==> src/rtl/instr_prefetch_queue_pkg.sv <==
// rtl/instr_prefetch_queue_pkg.sv - shared constants and types for the instruction prefetch queue
// Contents: default reset PC, NOP encoding, RUN/DRAIN state type, word alignment helper.
package instr_prefetch_queue_pkg;

  localparam logic [31:0] RESET_PC_DEFAULT = 32'h0000_0000;
  localparam logic [31:0] NOP_INSTR        = 32'h0000_0013;

  // RUN: every response is live. DRAIN: responses issued before a redirect are still returning.
  typedef enum logic {
    RUN   = 1'b0,
    DRAIN = 1'b1
  } pf_state_e;

  function automatic logic [31:0] word_align(input logic [31:0] addr);
    return {addr[31:2], 2'b00};
  endfunction

endpackage

==> src/rtl/instr_prefetch_queue_if.sv <==
// rtl/instr_prefetch_queue_if.sv - instruction memory request/response bus
// Signals: mem_req_valid/mem_req_addr/mem_req_ready (request handshake),
//          mem_rsp_valid/mem_rsp_data (in-order read data, no backpressure).
// Modports: master = prefetcher side, slave = memory side.
interface instr_prefetch_queue_if;
  import instr_prefetch_queue_pkg::*;

  logic        mem_req_valid;
  logic [31:0] mem_req_addr;
  logic        mem_req_ready;
  logic        mem_rsp_valid;
  logic [31:0] mem_rsp_data;

  modport master (
    output mem_req_valid,
    output mem_req_addr,
    input  mem_req_ready,
    input  mem_rsp_valid,
    input  mem_rsp_data
  );

  modport slave (
    input  mem_req_valid,
    input  mem_req_addr,
    output mem_req_ready,
    output mem_rsp_valid,
    output mem_rsp_data
  );

endinterface

==> src/rtl/instr_prefetch_queue_sync_fifo.sv <==
// rtl/instr_prefetch_queue_sync_fifo.sv - register-array FIFO with push/pop/flush
// Ports: clk, rst (async active-low), push/push_data, pop, flush,
//        head (entry at read pointer), full, empty, count (0..DEPTH).
// Push is accepted while full when a pop happens in the same cycle.
module sync_fifo #(
  parameter int WIDTH = 32,
  parameter int DEPTH = 4
) (
  input  logic                     clk,
  input  logic                     rst,
  input  logic                     push,
  input  logic [WIDTH-1:0]         push_data,
  input  logic                     pop,
  input  logic                     flush,
  output logic [WIDTH-1:0]         head,
  output logic                     full,
  output logic                     empty,
  output logic [$clog2(DEPTH):0]   count
);
  import instr_prefetch_queue_pkg::*;

  localparam int AW = $clog2(DEPTH);
  localparam logic [AW:0] FULL_COUNT = (AW+1)'(DEPTH);

  logic [WIDTH-1:0] store [DEPTH];
  logic [AW-1:0]    rd_ptr;
  logic [AW-1:0]    wr_ptr;
  logic             do_push;
  logic             do_pop;

  assign empty   = (count == '0);
  assign full    = (count == FULL_COUNT);
  assign do_pop  = pop && !empty;
  assign do_push = push && (!full || do_pop);
  assign head    = store[rd_ptr];

  always_ff @(posedge clk or negedge rst) begin
    if (!rst) begin
      rd_ptr <= '0;
      wr_ptr <= '0;
      count  <= '0;
      for (int i = 0; i < DEPTH; i++) begin
        store[i] <= '0;
      end
    end else if (flush) begin
      // Collapse onto the read pointer so head keeps showing the last value.
      wr_ptr <= rd_ptr;
      count  <= '0;
    end else begin
      if (do_push) begin
        store[wr_ptr] <= push_data;
        wr_ptr        <= wr_ptr + 1'b1;
      end
      if (do_pop) begin
        rd_ptr <= rd_ptr + 1'b1;
      end
      count <= count + {{AW{1'b0}}, do_push} - {{AW{1'b0}}, do_pop};
    end
  end

endmodule

==> src/rtl/instr_prefetch_queue.sv <==
// rtl/instr_prefetch_queue.sv - credit-based instruction prefetcher with redirect and stale-response drain
// Ports: clk, rst (async active-low); PCSrcE/PCTargetE redirect from execute;
//        imem (master side of the memory bus); InstrValidF/InstrF/PCF/PCPlus4F head of
//        the instruction queue; InstrTakeF decode accepts head.
module instr_prefetch_queue
  import instr_prefetch_queue_pkg::*;
#(
  parameter int          DEPTH    = 4,
  parameter logic [31:0] RESET_PC = RESET_PC_DEFAULT
) (
  input  logic                          clk,
  input  logic                          rst,
  input  logic                          PCSrcE,
  input  logic [31:0]                   PCTargetE,
  instr_prefetch_queue_if.master        imem,
  output logic                          InstrValidF,
  output logic [31:0]                   InstrF,
  output logic [31:0]                   PCF,
  output logic [31:0]                   PCPlus4F,
  input  logic                          InstrTakeF
);

  localparam int CW = $clog2(DEPTH) + 1;

  pf_state_e    state;
  logic [31:0]  fetch_pc;
  logic [CW-1:0] outstanding;
  logic [CW-1:0] discard;
  logic [CW-1:0] stale_left;

  logic [CW-1:0] q_count;
  logic          q_full;
  logic          q_empty;
  logic [63:0]   q_head;

  logic [31:0]   pc_head;
  logic [CW-1:0] pcq_count;
  logic          pcq_full;
  logic          pcq_empty;

  logic [CW:0]   inflight_total;
  logic          credit_ok;
  logic          req_fire;
  logic          rsp_ok;
  logic          rsp_keep;
  logic          take;
  logic          unused_status;

  // Queue slots already filled plus slots promised to in-flight reads must fit the queue,
  // which is what keeps the instruction queue from ever overflowing.
  assign inflight_total = {1'b0, q_count} + {1'b0, outstanding};
  assign credit_ok      = inflight_total < (CW+1)'(DEPTH);

  // rst gates the request combinationally so it is low for the whole reset window.
  assign imem.mem_req_valid = rst && !PCSrcE && credit_ok;
  assign imem.mem_req_addr  = fetch_pc;

  assign req_fire = imem.mem_req_valid && imem.mem_req_ready;
  // A response with nothing outstanding is a protocol error and is ignored entirely.
  assign rsp_ok   = imem.mem_rsp_valid && (outstanding != '0);
  assign rsp_keep = rsp_ok && !PCSrcE && (state == RUN);
  assign take     = InstrValidF && InstrTakeF && !PCSrcE;

  // Reads still owed by memory once this cycle's response (if any) is counted.
  assign stale_left = outstanding - CW'(rsp_ok);

  sync_fifo #(.WIDTH(32), .DEPTH(DEPTH)) u_pc_fifo (
    .clk       (clk),
    .rst       (rst),
    .push      (req_fire),
    .push_data (fetch_pc),
    .pop       (rsp_ok),
    .flush     (1'b0),
    .head      (pc_head),
    .full      (pcq_full),
    .empty     (pcq_empty),
    .count     (pcq_count)
  );

  sync_fifo #(.WIDTH(64), .DEPTH(DEPTH)) u_instr_q (
    .clk       (clk),
    .rst       (rst),
    .push      (rsp_keep),
    .push_data ({pc_head, imem.mem_rsp_data}),
    .pop       (take),
    .flush     (PCSrcE),
    .head      (q_head),
    .full      (q_full),
    .empty     (q_empty),
    .count     (q_count)
  );

  assign unused_status = ^{pcq_full, pcq_empty, pcq_count, q_full};

  assign InstrValidF = !q_empty;
  assign PCF         = q_head[63:32];
  assign InstrF      = q_head[31:0];
  assign PCPlus4F    = PCF + 32'd4;

  always_ff @(posedge clk or negedge rst) begin
    if (!rst) begin
      state       <= RUN;
      fetch_pc    <= RESET_PC;
      outstanding <= '0;
      discard     <= '0;
    end else begin
      outstanding <= outstanding + CW'(req_fire) - CW'(rsp_ok);
      if (req_fire) begin
        fetch_pc <= fetch_pc + 32'd4;
      end
      if (PCSrcE) begin
        // Every read still owed belongs to the old path; reload even when already draining.
        fetch_pc <= word_align(PCTargetE);
        discard  <= stale_left;
        state    <= (stale_left != '0) ? DRAIN : RUN;
      end else if ((state == DRAIN) && rsp_ok) begin
        discard <= discard - 1'b1;
        if (discard == CW'(1)) begin
          state <= RUN;
        end
      end
    end
  end

endmodule

==> src/flat_wrapper.sv <==
// flat-port wrapper written by rule: the top's interface ports become plain ports
module instr_prefetch_queue_flat import instr_prefetch_queue_pkg::*;
#(
  parameter int          DEPTH    = 4,
  parameter logic [31:0] RESET_PC = RESET_PC_DEFAULT
)
  (clk, rst, PCSrcE, PCTargetE, InstrValidF, InstrF, PCF, PCPlus4F, InstrTakeF, imem_mem_req_valid, imem_mem_req_addr, imem_mem_req_ready, imem_mem_rsp_valid, imem_mem_rsp_data);
  instr_prefetch_queue_if imem_i ();
  input  logic clk;
  input  logic rst;
  input  logic PCSrcE;
  input  logic [31:0] PCTargetE;
  output logic InstrValidF;
  output logic [31:0] InstrF;
  output logic [31:0] PCF;
  output logic [31:0] PCPlus4F;
  input  logic InstrTakeF;
  output wire logic [$bits(imem_i.mem_req_valid)-1:0] imem_mem_req_valid;
  output wire logic [$bits(imem_i.mem_req_addr)-1:0] imem_mem_req_addr;
  input wire logic [$bits(imem_i.mem_req_ready)-1:0] imem_mem_req_ready;
  input wire logic [$bits(imem_i.mem_rsp_valid)-1:0] imem_mem_rsp_valid;
  input wire logic [$bits(imem_i.mem_rsp_data)-1:0] imem_mem_rsp_data;
  assign imem_mem_req_valid = imem_i.mem_req_valid;
  assign imem_mem_req_addr = imem_i.mem_req_addr;
  assign imem_i.mem_req_ready = imem_mem_req_ready;
  assign imem_i.mem_rsp_valid = imem_mem_rsp_valid;
  assign imem_i.mem_rsp_data = imem_mem_rsp_data;
  instr_prefetch_queue #(.DEPTH(DEPTH), .RESET_PC(RESET_PC)) u_core (.clk(clk), .rst(rst), .PCSrcE(PCSrcE), .PCTargetE(PCTargetE), .imem(imem_i), .InstrValidF(InstrValidF), .InstrF(InstrF), .PCF(PCF), .PCPlus4F(PCPlus4F), .InstrTakeF(InstrTakeF));
endmodule
==> config.mk <==
export PLATFORM = sky130hd
export DESIGN_NAME = instr_prefetch_queue_flat
export DESIGN_NICKNAME = d
export VERILOG_FILES = /design/src/rtl/instr_prefetch_queue_pkg.sv /design/src/rtl/instr_prefetch_queue_if.sv /design/src/rtl/instr_prefetch_queue_sync_fifo.sv /design/src/rtl/instr_prefetch_queue.sv /design/src/flat_wrapper.sv
export SDC_FILE = /design/constraint.sdc
export NUM_CORES = 1
export LEC_CHECK = 0
export ABC_AREA = 1
export BUFFER_PORTS_ARGS = -buffer_cell sky130_fd_sc_hd__buf_2
export CAP_MARGIN = 5
export CORE_MARGIN = 2
export CORE_UTILIZATION = 60
export CTS_CLUSTER_SIZE = 10
export DETAILED_ROUTE_END_ITERATION = 7
export PLACE_DENSITY = 0.79
export SYNTH_ARGS = -nofsm -noshare
export SYNTH_HDL_FRONTEND = slang
export SYNTH_SLANG_ARGS = --single-unit
==> constraint.sdc <==
create_clock -name clk -period 3 [get_ports clk]
set_input_delay 0.3 -clock clk [delete_from_list [all_inputs] [get_ports clk]]
set_output_delay 0.3 -clock clk [all_outputs]
set_load 0.1 [all_outputs]
Yosys cells after proc, flatten, opt, wreduce, memory -nomap -nowiden
Cells that the tools add are included.
{"block": "totals", "inputBits": 70, "out_inout_bits": 130, "latch_bits": 0, "reg_bits": 437, "ram_bits": 0, "mem_count": 0, "rom_bits": 0, "word_cells": 105}
{"block": "op_classes", "multipliers": 0, "n_reduce_logical": 33, "mux": 23, "shifts": 0, "eq_ne": 3, "n_lt_le_gt_ge": 7, "bitwise_logic": 6, "addsub": 15, "n_div": 0}
{"op": "256-bit bitwise mux", "n": 1}
{"op": "64-bit 2-to-1 mux", "n": 3}
{"op": "32-bit 2-to-1 mux", "n": 5}
{"op": "64-bit binary-select mux with 2-bit select", "n": 1}
{"op": "128-bit bitwise mux", "n": 1}
{"op": "64-bit demux with 2-bit select", "n": 1}
{"op": "32-bit by 3-bit adder with 32-bit output (second input constant)", "n": 2}
{"op": "32-bit binary-select mux with 2-bit select", "n": 1}
{"op": "32-bit demux with 2-bit select", "n": 1}
{"op": "1-bit logical AND", "n": 15}
{"op": "3-bit greater-or-equal comparator (second input constant)", "n": 4}
{"op": "2-bit NOT with 3-bit output", "n": 4}
{"op": "3-bit by 1-bit subtractor with 3-bit output", "n": 4}
{"op": "3-bit by 1-bit adder with 3-bit output", "n": 3}
{"op": "3-bit 2-to-1 mux", "n": 3}
{"op": "2-bit by 1-bit adder with 2-bit output (second input constant)", "n": 4}
{"op": "2-bit nonzero test", "n": 4}
{"op": "3-bit == test (second input constant)", "n": 2}
{"op": "3-bit logical NOT", "n": 2}
{"op": "3-bit by 1-bit < comparator with 1-bit output (second input constant)", "n": 2}
{"op": "2-bit AND reduction", "n": 3}
{"op": "3-bit nonzero test", "n": 2}
{"op": "1-bit logical NOT", "n": 5}
{"op": "3-bit by 3-bit adder with 4-bit output", "n": 1}
{"op": "7 further kinds", "n": 13}

Longest topological paths before layout
Gate-level depths: netlist (run 1).
{"block": "depth", "ltp_word": 10, "ltp_mapped": 15, "mapped_depth_nobuf": 13}

Modules after synthesis
A second synthesis (run 1) with hierarchy kept.
{"block": "unflattened", "hier_cells": 2883, "area_unflattened_um2": 21877.2}
{"mod": "sync_fifo (u_core.u_instr_q)", "cells_per_inst": 1501, "seq_area_each_um2": 6581.3, "area_per_inst_um2": 12000.3, "instances": 1}
{"mod": "sync_fifo (u_core.u_pc_fifo)", "cells_per_inst": 782, "seq_area_each_um2": 3378.2, "area_per_inst_um2": 6239.7, "instances": 1}
{"mod": "instr_prefetch_queue", "cells_per_inst": 600, "seq_area_each_um2": 925.9, "area_per_inst_um2": 3637.2, "instances": 1}

Least setup slack after synthesis (run 1)
Ideal clock, no wire load.
{"block": "synth_timing", "path_type": "register to output", "from": "reg u_core.u_instr_q.rd_ptr[0]", "to": "out PCPlus4F[11]", "path_slack_ns": -1.379, "stages_incl_launch_ff": 10, "t_required_ns": 2.700, "path_buffers": 3, "arrival_time_ns": 4.079, "cell_sequence": "dfrtp_1 -> buf_6 -> inv_6 -> buf_8 -> buf_6 -> o211ai_1 -> nand2_1 -> inv_1 -> nor2_2 -> xor2_1"}
{"block": "synth_via", "elab_chain_cells": 5}
{"item": "from (decl)", "line_no": "instr_prefetch_queue_sync_fifo.sv:26", "rtl": "logic [AW-1:0] rd_ptr;"}
{"item": "from (signal assigned)", "line_no": "instr_prefetch_queue_sync_fifo.sv:55", "rtl": "rd_ptr <= rd_ptr + 1'b1;"}
{"item": "2-bit NOT with 3-bit output (not written as such)", "line_no": "instr_prefetch_queue_sync_fifo.sv:35", "rtl": "assign head = store[rd_ptr];"}
{"item": "64-bit binary-select mux with 2-bit select", "line_no": "instr_prefetch_queue_sync_fifo.sv:35"}
{"item": "64-bit 2-to-1 mux (not written as such) (2 in a row)", "line_no": "instr_prefetch_queue_sync_fifo.sv:35"}
{"item": "via PCF[2]", "line_no": "flat_wrapper.sv:15", "rtl": "output logic [31:0] PCF;"}
{"item": "32-bit by 3-bit adder with 32-bit output", "line_no": "instr_prefetch_queue.sv:98", "rtl": "assign PCPlus4F = PCF + 32'd4;"}
{"item": "to (decl)", "line_no": "flat_wrapper.sv:16", "rtl": "output logic [31:0] PCPlus4F;"}
The timed path passes the listed nets, and every way through them passes these cells. The select of a mux whose other input is x is not followed.

Worst setup path in the final report (run 1)
{"block": "layout_timing", "from": "reg u_core.u_instr_q.rd_ptr[0]", "to": "out PCPlus4F[28]"}
{"block": "layout_via", "elab_chain_cells": 5}
{"item": "2-bit NOT with 3-bit output (not written as such)", "line_no": "instr_prefetch_queue_sync_fifo.sv:35"}
{"item": "64-bit binary-select mux with 2-bit select", "line_no": "instr_prefetch_queue_sync_fifo.sv:35"}
{"item": "64-bit 2-to-1 mux (not written as such) (2 in a row)", "line_no": "instr_prefetch_queue_sync_fifo.sv:35"}
{"item": "32-bit by 3-bit adder with 32-bit output", "line_no": "instr_prefetch_queue.sv:98"}
No other way between the ends. The select of a mux whose other input is x is not followed.

==> results_dict.tcl, run 1 <==
set metrics [dict create \
    outcome "complete, but fails checks" \
    violations "setup timing" \
    cts_buffers 48 \
    synthMuxAreaShare_pct 0 \
    grtUsageTotal_pct 35.8 \
    yosysTopAreaCell "dfrtp_1" \
    synth_flop_cell "dfrtp_1" \
    rr_endpoint "u_core.u_instr_q.store[182]" \
    grt_pass1_vias 20700 \
    cp_cell_sequence "buf_8, inv_12, buf_12, nand2_1, nand2_1, nand2_2, nand2_4, nand2_2, nor2_2, nand2_1, nor2_4, nand2_1, nand2_1, nand2_2, buf_12" \
    num_vias 21600 \
    final_common_cell "nand2_1" \
    clockRootBuffer "clkbuf_16" \
    crit_family "simple AND/OR/NAND/NOR gates" \
    rows 69 \
    synthSimpleGateAreaFrac_pct 26.3 \
    die_h_um 193 \
    cpMaxStageDelayCell "dfrtp_4" \
    avgViaCountPerCell 6.09 \
    grt_pass1_wl_um 108000 \
    worstSetupPathType "flop to primary output" \
    ant_nets 0 \
    required_ns 2.70 \
    synth-edff-count 0 \
    hold_path_class "input pin to flop" \
    synth.avg_cell_area_um2 7.58 \
    drc 0 \
    async_reset_ff_share_pct 100 \
    worst_setup_path_end_kind "primary output" \
    wl_per_cell_um 20.2 \
    gp_congestion 0.952 \
    cts_tree "done" \
    critical-path-max-stage-delay_ns 0.50 \
    instances_no_fill 3553 \
    slew_headroom_pct 31.9 \
    grt_max_degree 156 \
    io_buffers 191 \
    yosys.area_share.adder_pct 1.56 \
    startpoint_type "flop" \
    worst-r2r-setup-slack_ns 0.25 \
    dp_hpwl_um 41200 \
    finalCriticalPeriod_ns 3.17 \
    die_area_mm2 0.0374 \
    drv_slew 0 \
    nets 3177 \
    layout_common_cells "nand2_1 (821), dfrtp_1 (417), o21ai_0 (397), nor2_1 (292), a21oi_1 (118)" \
    rr_startpoint "u_core.u_instr_q.count[1]" \
    synth_area_leaders "dfrtp_1 (49%), nand2_1 (16%), o21ai_0 (9.3%), nor2_1 (5.6%), a21oi_1 (2.8%)" \
    setup_ws_ns -0.175 \
    dp_cells 3364 \
    critical_path_depth 15 \
    critPathCapture "PCPlus4F[28]" \
    crit_path_start "u_core.u_instr_q.rd_ptr[0]" \
    tightest_slew_ns 1.02 \
    drive_gt1_share_pct 20.7 \
    die_w_um 193 \
    ff2ff_path_depth 9 \
    rsz0062_at_grt "true" \
    synth_compound_area_share_pct 15.0 \
    fin_skew_ns 0.0171 \
    layout-area-overhead-vs-synth_pct 30.6 \
    synth_top_family_by_area "simple AND/OR/NAND/NOR gates" \
    path_clk_slew_ns 0.06 \
    postRouteWirelength_um 71700 \
    netlist_area_mm2 0.0215 \
    antenna_found_initial 1 \
    crit_fanout 8 \
    ys_seq_area_share_pct 48.8 \
    clockBufferDepth 3 \
    firstDrtPassIters 8 \
    yosysWarnings 0 \
    cpMostUsedCell "nand2_1" \
    coreArea_mm2 0.0354 \
    crit_arrival_ns 2.87 \
    htreeDepth 2 \
    synth_cell_types 40 \
    clock_sinks 419 \
    synth_cells 2836 \
    fmax_mhz 315 \
    hold_violations 0 \
    synth_seq_cells 419 \
    setup_viol 22 \
    synthXorXnorAreaFrac_pct 1.71 \
    fillers 2278 \
    grt_overflow_total 0 \
    clock_latency_ns 0.57 \
    cp_num_buf_inv 4 \
    pin_count 200 \
    drt_iter0_markers 2624 \
    drv_cap 0 \
    start_util_pct 60.7 \
    synth_top_area_share_pct 48.8 \
    post-route-period-util_pct 106 \
]
==> worst min path at each step <==
| stage | slack, ns | to | depth (start not counted) | from |
|---|---|---|---|---|
| global route | 0.008 | u_core.u_instr_q.store[159] | 3 | imem_mem_rsp_data[31] |
| finish | 0.006 | u_core.u_instr_q.store[220] | 3 | imem_mem_rsp_data[28] |
| detailed placement | 0.19 | u_core.u_instr_q.store[81] | 1 | rst |
| floorplan | 0.004 | u_core.discard[0] | 0 | rst |
| global placement | 0.19 | u_core.u_instr_q.store[209] | 1 | rst |
| CTS | 0.004 | u_core.u_instr_q.store[220] | 3 | imem_mem_rsp_data[28] |
==> state kept, by name, summed over array words and instances, names as in the netlist <==
signal                    count
u_core.u_instr_q.wr_ptr       2
u_core.imem.mem_req_addr     30
u_core.state                  1
u_core.u_pc_fifo.store      120
u_core.discard                3
u_core.u_pc_fifo.rd_ptr       2
u_core.u_instr_q.count        3
u_core.u_pc_fifo.wr_ptr       2
u_core.u_pc_fifo.count        3
u_core.u_instr_q.store      248
u_core.outstanding            3
u_core.u_instr_q.rd_ptr       2
==> cell usage after synthesis (3+ instances only) <==
cell type	count
buf_2	44
inv_1	125
nor3_1	11
o21ai_1	12
nand2_2	10
o221ai_1	4
nor2_4	7
clkbuf_1	99
a21oi_1	119
o211ai_1	11
xnor2_1	5
fa_1	3
nor2_2	16
dfrtp_1	419
buf_4	23
buf_1	4
buf_6	12
nand3_1	107
o21ai_0	398
xor2_1	37
inv_2	3
o22ai_1	62
nand2_1	934
o21bai_1	4
nor2_1	323
nand4_1	9
ha_1	22
==> final cells by class <==
type	instances	area (µm²)	share of cell area (%)
inverters	130	515	1.84
diodes	2	5.00	0.0178
well taps	461	577	2.05
repair buffers	371	4280	15.2
clock inverters	3	55.1	0.196
repair inverters	3	43.8	0.156
multi-input cells	2109	10900	38.7
clock buffers	55	1240	4.41
flip-flops and latches	419	10500	37.4
==> metal layers <==
| layer | track usage, % | routed length [µm] | up-vias |
|---|---|---|---|
| met1 | 45.8 | 26300 | 10300 |
| met2 | 59.1 | 34400 | 1423 |
| met5 | 0 | 0 | - |
| li1 | - | - | 9617 |
| met4 | 19.1 | 4090 | 0 |
| met3 | 5.72 | 6930 | 313 |
==> logic make-up (layout without fill, tap and decap cells) <==
logic type	count (synthesis)	in the layout
and+or+nand+nor	1421	1421
AOI/OAI and AO/OA	615	615
DFF	419	419
buffers and inverters	313	562
xor gates and xnor gates	42	42
adders and majority gates	25	25
other	1	8
==> worst min-delay path: cells and delay by family <==
family | cells | cell delay (ns)
buf+inv | 1 | 0.12
simple gates | 2 | 0.11
==> timing repair <==
| action | 4_1_cts | 5_1_grt |
|---|---|---|
| buffers inserted | 37 | 37 |
| pin swaps | 41 | 85 |
| gates cloned | 7 | 6 |
| setup endpoints to repair | 25 | 25 |
| gates resized for setup | 96 | 156 |
| hold buffers | 46 | 0 |
| hold endpoints to repair | 140 | 0 |
==> per-stage QoR <==
stage / cell area, µm² / util, % / setup slack (ns) / hold slack (ns) / TNS, ns
after floorplan: 22000 / - / -0.294 / 0.00441 / -0.756
after global routing: 28100 / 79.3 / -0.209 / 0.00784 / -3.03
after detailed placement: 24600 / 69.5 / 0.267 / 0.194 / 0
final: 28100 / 79.3 / -0.175 / 0.00622 / -2.05
after CTS: 27100 / 76.7 / -0.0405 / 0.00383 / -0.227
after global placement: 24600 / 69.5 / 0.296 / 0.194 / 0
Power of run 1 is not shown: default switching activity piles up to over one toggle a cycle in this logic, so the estimate is an artifact.
==> run 2, diff against run 1 <==
==> constraint.sdc (replaced) <==
create_clock -name clk -period 3.5 [get_ports clk]
set_input_delay 0.35 -clock clk [delete_from_list [all_inputs] [get_ports clk]]
set_output_delay 0.35 -clock clk [all_outputs]
set_load 0.1 [all_outputs]
==> run 2 against run 1 <==
Compared with the run above: the flow now finishes without violations; via count down 7.6%; design area down 12%; clock-buffer cell count unchanged.
==> results_dict.tcl, run 2 (same netlist as run 1, synthesis figures left out) <==
set metrics [dict create \
    die_area_mm2 0.0374 \
    crit_arrival_ns 2.96 \
    dp_hpwl_um 40000 \
    ant_nets 0 \
    start_util_pct 60.7 \
    path_clk_slew_ns 0.06 \
    die_w_um 193 \
    final_common_cell "nand2_1" \
    drv_slew 0 \
    die_h_um 193 \
    top_layer_used "met4" \
    avgViaCountPerCell 5.84 \
    grt_overflow_total 0 \
    routed-wl-met2_um 29700 \
    gp_congestion 0.919 \
    wl_per_cell_um 18.2 \
    finalCriticalPeriod_ns 3.31 \
    num_vias 20000 \
    hold_path_class "input pin to flop" \
    grt_pass1_vias 19400 \
    io_buffers 191 \
    clockRootBuffer "clkbuf_16" \
    antenna_found_initial 4 \
    dp_slack_ns 0.551 \
    clockBufferDepth 3 \
    post-route-period-util_pct 94.5 \
    hold_violations 0 \
    grt_max_degree 143 \
    wl_met1_um 25100 \
    htreeDepth 2 \
    regArea_mm2 0.0105 \
    pin_count 200 \
    grt_pass1_wl_um 101000 \
    drc 0 \
    worstSetupPathType "flop to primary output" \
    worst_setup_path_end_kind "primary output" \
    tightest_slew_ns 1.03 \
    cts_buffers 48 \
    met3_length_um 5360 \
    crit_fanout 38 \
    instances_no_fill 3426 \
    slew_headroom_pct 31.4 \
    drt_iter0_markers 1944 \
    fin_skew_ns 0.0266 \
    clock_sinks 419 \
    setup_ws_ns 0.193 \
    setup_viol 0 \
    rows 69 \
    largest-register "u_core.u_instr_q.store" \
    rsz0062_at_grt "false" \
    multi_input_area_mm2 0.00981 \
    grtUsageTotal_pct 33.1 \
    dp_cells 3357 \
    cts_tree "done" \
    drive_gt1_share_pct 12.3 \
    fillers 2869 \
    firstDrtPassIters 6 \
    layout_common_cells "nand2_1 (930), dfrtp_1 (417), o21ai_0 (398), nor2_1 (321), buf_2 (160)" \
    coreArea_mm2 0.0354 \
    outcome "finished, final reports clean" \
    startpoint_type "flop" \
    required_ns 3.15 \
    fmax_mhz 302 \
    postRouteWirelength_um 62500 \
    tns_ns 0 \
    drv_cap 0 \
    nets 3048 \
    layout-area-overhead-vs-synth_pct 14.8 \
    clock_latency_ns 0.57 \
    largest_register_ff_count 248 \
]
==> run 2: cell types whose count changed in the layout (fill, tap and decap cells not counted), moves of 14 or more <==
cell and delta:
o22ai_2 -30, nand3_2 -14, buf_2 +61, buf_4 -50, nand3_1 +14, nor2_4 -17
nand2_1 +109, dlygate4sd3_1 -44, buf_12 -73, nand2_2 -61, nor2_1 +29, o22ai_1 +30
nand2_4 -48
==> run 2: what timing repair did <==
item                       4_1_cts  5_1_grt
setup buffers                    0        3
resized for setup                3       15
hold buffers                     2        0
hold endpoints to repair        40        0
setup endpoints to repair        3       24
pin swaps                        0        2
cloned                           0        2
==> run 2: layer usage <==
layer  GRT usage (%)  vias up
met5               0        -
met4            13.2        0
met3            4.83      155
met2            53.9      972
met1            45.2     9516
li1                -     9356
==> run 2: final timing paths <==
check	start	end	slack, ns	depth (start not counted)
min in group asynchronous	rst	u_core.u_instr_q.store[72]	0.45	3
max in group asynchronous	rst	u_core.u_instr_q.rd_ptr[0]	1.16	4
min	PCTargetE[9]	u_core.imem.mem_req_addr[9]	0.02	3
min reg2reg	u_core.u_instr_q.store[89]	u_core.u_instr_q.store[89]	0.47	2
max reg2reg	u_core.u_instr_q.count[1]	u_core.u_pc_fifo.count[2]	0.80	13
max	u_core.u_instr_q.rd_ptr[0]	InstrF[23]	0.19	6
==> run 2: cell type report <==
| type | count | share of cell area, % |
|---|---|---|
| sequential | 419 | 42.5 |
| multi-input combinational | 2109 | 39.8 |
| timing repair buffer | 244 | 7.92 |
| clock buffer | 55 | 5.18 |
| tap | 461 | 2.34 |
| inverter | 130 | 2.10 |
| clock inverter | 3 | 0.0913 |
| timing repair inverter | 1 | 0.0659 |
| antenna | 4 | 0.0406 |
==> run 2: critical path, cell delays in order (launching register included) <==
cell	delay (ns)
dfrtp_4	0.57
clkinv_16	0.13
buf_4	0.38
buf_4	0.44
o21ai_0	0.14
o22ai_1	0.20
buf_2	0.48
==> run 2: through the flow <==
| stage | hold slack, ns | util (%) | cell area (µm²) |
|---|---|---|---|
| after global routing | 0.0181 | 69.7 | 24700 |
| after detailed placement | 0.464 | 65.6 | 23200 |
| after CTS | 0.00304 | 69.3 | 24500 |
| final | 0.0174 | 69.7 | 24700 |
| after global placement | 0.457 | 65.6 | 23200 |
| after floorplan | 0.0544 | - | 21700 |
Power of run 2 is left out for the same reason.
==> run 3, diff against run 2 <==
--- a/config.mk
+++ b/config.mk
@@ -12,7 +12,8 @@
 export CORE_UTILIZATION = 60
 export CTS_CLUSTER_SIZE = 10
 export DETAILED_ROUTE_END_ITERATION = 7
-export PLACE_DENSITY = 0.79
+export PLACE_DENSITY = 0.78
 export SYNTH_ARGS = -nofsm -noshare
 export SYNTH_HDL_FRONTEND = slang
+export SYNTH_HIERARCHICAL = 1
 export SYNTH_SLANG_ARGS = --single-unit
==> run 3 against run 2 <==
Compared with the run above: design area increased by 5.3%; non-clock buffer count rose by 36; setup slack got worse by 0.072 ns; final cell count increased by 3.5%; flip-flop and latch count is 16 higher; synthesized cell count grew 1.6%; wire length increased by 2.2%; critical path depth up 5; critical path type unchanged; critical endpoint is now PCPlus4F[18]; highest routed layer is now met5.
==> results_dict.tcl, run 3 <==
set metrics [dict create \
    outcome "finished, final reports clean" \
    die_h_um 195 \
    worst_setup_path_end_kind "primary output" \
    tightest_slew_ns 1.14 \
    firstDrtPassIters 6 \
    pin_count 200 \
    grt_util_met2_pct 56.7 \
    rsz0062_at_grt "false" \
    fmax_mhz 296 \
    finalInstanceArea_mm2 0.0260 \
    num_vias 20500 \
    finalCriticalPeriod_ns 3.38 \
    timing.hold.ws_ns 0.0214 \
    p_sw_mw 13.6 \
    grt_pass1_wl_um 103000 \
    fin_skew_ns 0.0166 \
    drv_cap 0 \
    drt_iter0_markers 1939 \
    path_clk_slew_ns 0.06 \
    gp_congestion 0.951 \
    clockBufferDepth 3 \
    slew_headroom_pct 24.2 \
    antenna_found_initial 1 \
    die_area_mm2 0.0380 \
    worstSetupPathType "flop to primary output" \
    rows 69 \
    setup_ws_ns 0.120 \
    drive_gt1_share_pct 14.6 \
    power_density_mw_per_mm2 1010 \
    cp_cell_sequence "clkinv_1, buf_12, o21ai_1, o22ai_4, ha_4, nand2_1, nor2_4, nand2_2, nor2_4, xor2_4, buf_12" \
    hold_violations 0 \
    cts_buffers 50 \
    yosysWarnings 6 \
    place_area_mm2 0.0243 \
    htreeDepth 2 \
    start_util_pct 61.2 \
    grt_use_met1_pct 44.9 \
    dp_hpwl_um 39100 \
    p_comb_share_pct 54.9 \
    p_leak_nw 13.9 \
    nets 3166 \
    grt_max_degree 80 \
    instances_no_fill 3546 \
    coreArea_mm2 0.0357 \
    clkPwrFrac_pct 17.7 \
    crit_fanout 33 \
    fillers 2755 \
    startpoint_type "flop" \
    grt_busiest_layer "met2" \
    largest_register_ff_count 256 \
    cpMaxStageDelayCell "dfrtp_4" \
    power_frac_seq_pct 27.4 \
    grt_overflow_total 0 \
    layout_common_cells "nand2_1 (1,397), dfrtp_1 (433), nor2_1 (254), o21ai_0 (197), buf_2 (165)" \
    antenna_cells 0 \
    grt_pass1_vias 20300 \
    wl_per_cell_um 18.0 \
    drc 0 \
    post-route-period-util_pct 96.6 \
    dp_slack_ns 0.368 \
    netlist_area_mm2 0.0219 \
    largest-register "u_core/u_instr_q/store" \
    synth_cells 2880 \
    setup_viol 0 \
    hold_path_class "input pin to flop" \
    clockRootBuffer "clkbuf_16" \
    drv_slew 0 \
    ant_nets 0 \
    layout-area-overhead-vs-synth_pct 18.9 \
    postRouteWirelength_um 63800 \
    grtUsageMet3_pct 4.56 \
    clock_latency_ns 0.57 \
    final_common_cell "nand2_1" \
    switching_share_pct 51.9 \
    peakVddDrop_uv 739 \
    p_int_mw 12.6 \
    tns_ns 0 \
    required_ns 3.15 \
    synth.avg_cell_area_um2 7.59 \
    crit_arrival_ns 3.03 \
    clock_sinks 435 \
    grtUsageTotal_pct 33.7 \
    critical-path-max-stage-delay_ns 0.52 \
    die_w_um 195 \
    dp_cells 3457 \
    cts_tree "done" \
    io_buffers 195 \
    avgViaCountPerCell 5.78 \
]
[run 3: changes by cell type in the layout (fill, tap and decap cells not counted), moves of 23 or more]
cell | previous run | this run
nor2_1 | 321 | 254
inv_1 | 124 | 96
a21oi_1 | 119 | 2
nand2_1 | 930 | 1397
o22ai_4 | 0 | 23
o21ai_0 | 398 | 197
[run 3: worst max-delay path: cells and delay by family (launching register included)]
kind	cells	cell delay (ns)
and+or+nand+nor	4	0.70
DFF	1	0.52
buffers and inverters	3	0.50
AOI/OAI and AO/OA	2	0.37
xor gates and xnor gates	1	0.18
adders and majority gates	1	0.17
[run 3: repair_timing]
item | in CTS | in global routing
pin swaps | 5 | 2
endpoints found under the hold margin | 50 | 0
resized for setup | 11 | 13
endpoints found under the setup margin | 19 | 20
buffers inserted | 6 | 6
gates cloned | 1 | 0
hold buffers | 10 | 0
[run 3: per-layer routing]
layer,vias to the layer above,wire length (µm)
li1,9403,-
met1,9854,25600
met2,1090,30900
met3,148,5590
met4,2,1690
met5,-,17
[run 3: layout make-up]
cell class	count	area (µm²)	area share (%)
sequential	435	10900	41.9
tap	461	577	2.22
inverter	101	392	1.51
multi-input combinational	2203	10500	40.4
timing repair buffer	280	2240	8.60
clock buffer	65	1390	5.35
clock inverter	1	5.00	0.0193
[run 3: worst paths after layout]
| check | startpoint | to | slack (ns) | cells past startpoint |
|---|---|---|---|---|
| max in group asynchronous | rst | u_core/u_instr_q/store[28] | 1.22 | 4 |
| max | u_core/u_instr_q/rd_ptr[1] | PCPlus4F[18] | 0.12 | 11 |
| min reg2reg | u_core/u_instr_q/store[64] | u_core/u_instr_q/store[64] | 0.47 | 2 |
| min | PCTargetE[4] | u_core/imem.mem_req_addr[4] | 0.02 | 3 |
| max reg2reg | u_core/u_instr_q/count[1] | u_core/u_instr_q/store[165] | 0.70 | 12 |
| min in group asynchronous | rst | u_core/u_instr_q/store[197] | 0.28 | 2 |
[run 3: power by group through the flow]
stage	Clock, mW	Combinational, mW	Sequential (mW)
after floorplan	0	10.5	7.34
after global placement	0	14.0	7.16
after detailed placement	0	14.2	7.22
after CTS	4.70	14.3	7.16
after global routing	4.92	15.2	7.33
final	4.65	14.4	7.19
[run 3: per-stage QoR]
step / utilization [%] / power [mW]
global placement: 67.9 / 21.1
detailed placement: 67.9 / 21.4
finish: 72.7 / 26.3
CTS: 72.5 / 26.2
floorplan: - / 17.8
global route: 72.7 / 27.4
No activity file was read; power rests on OpenSTA's default activity.
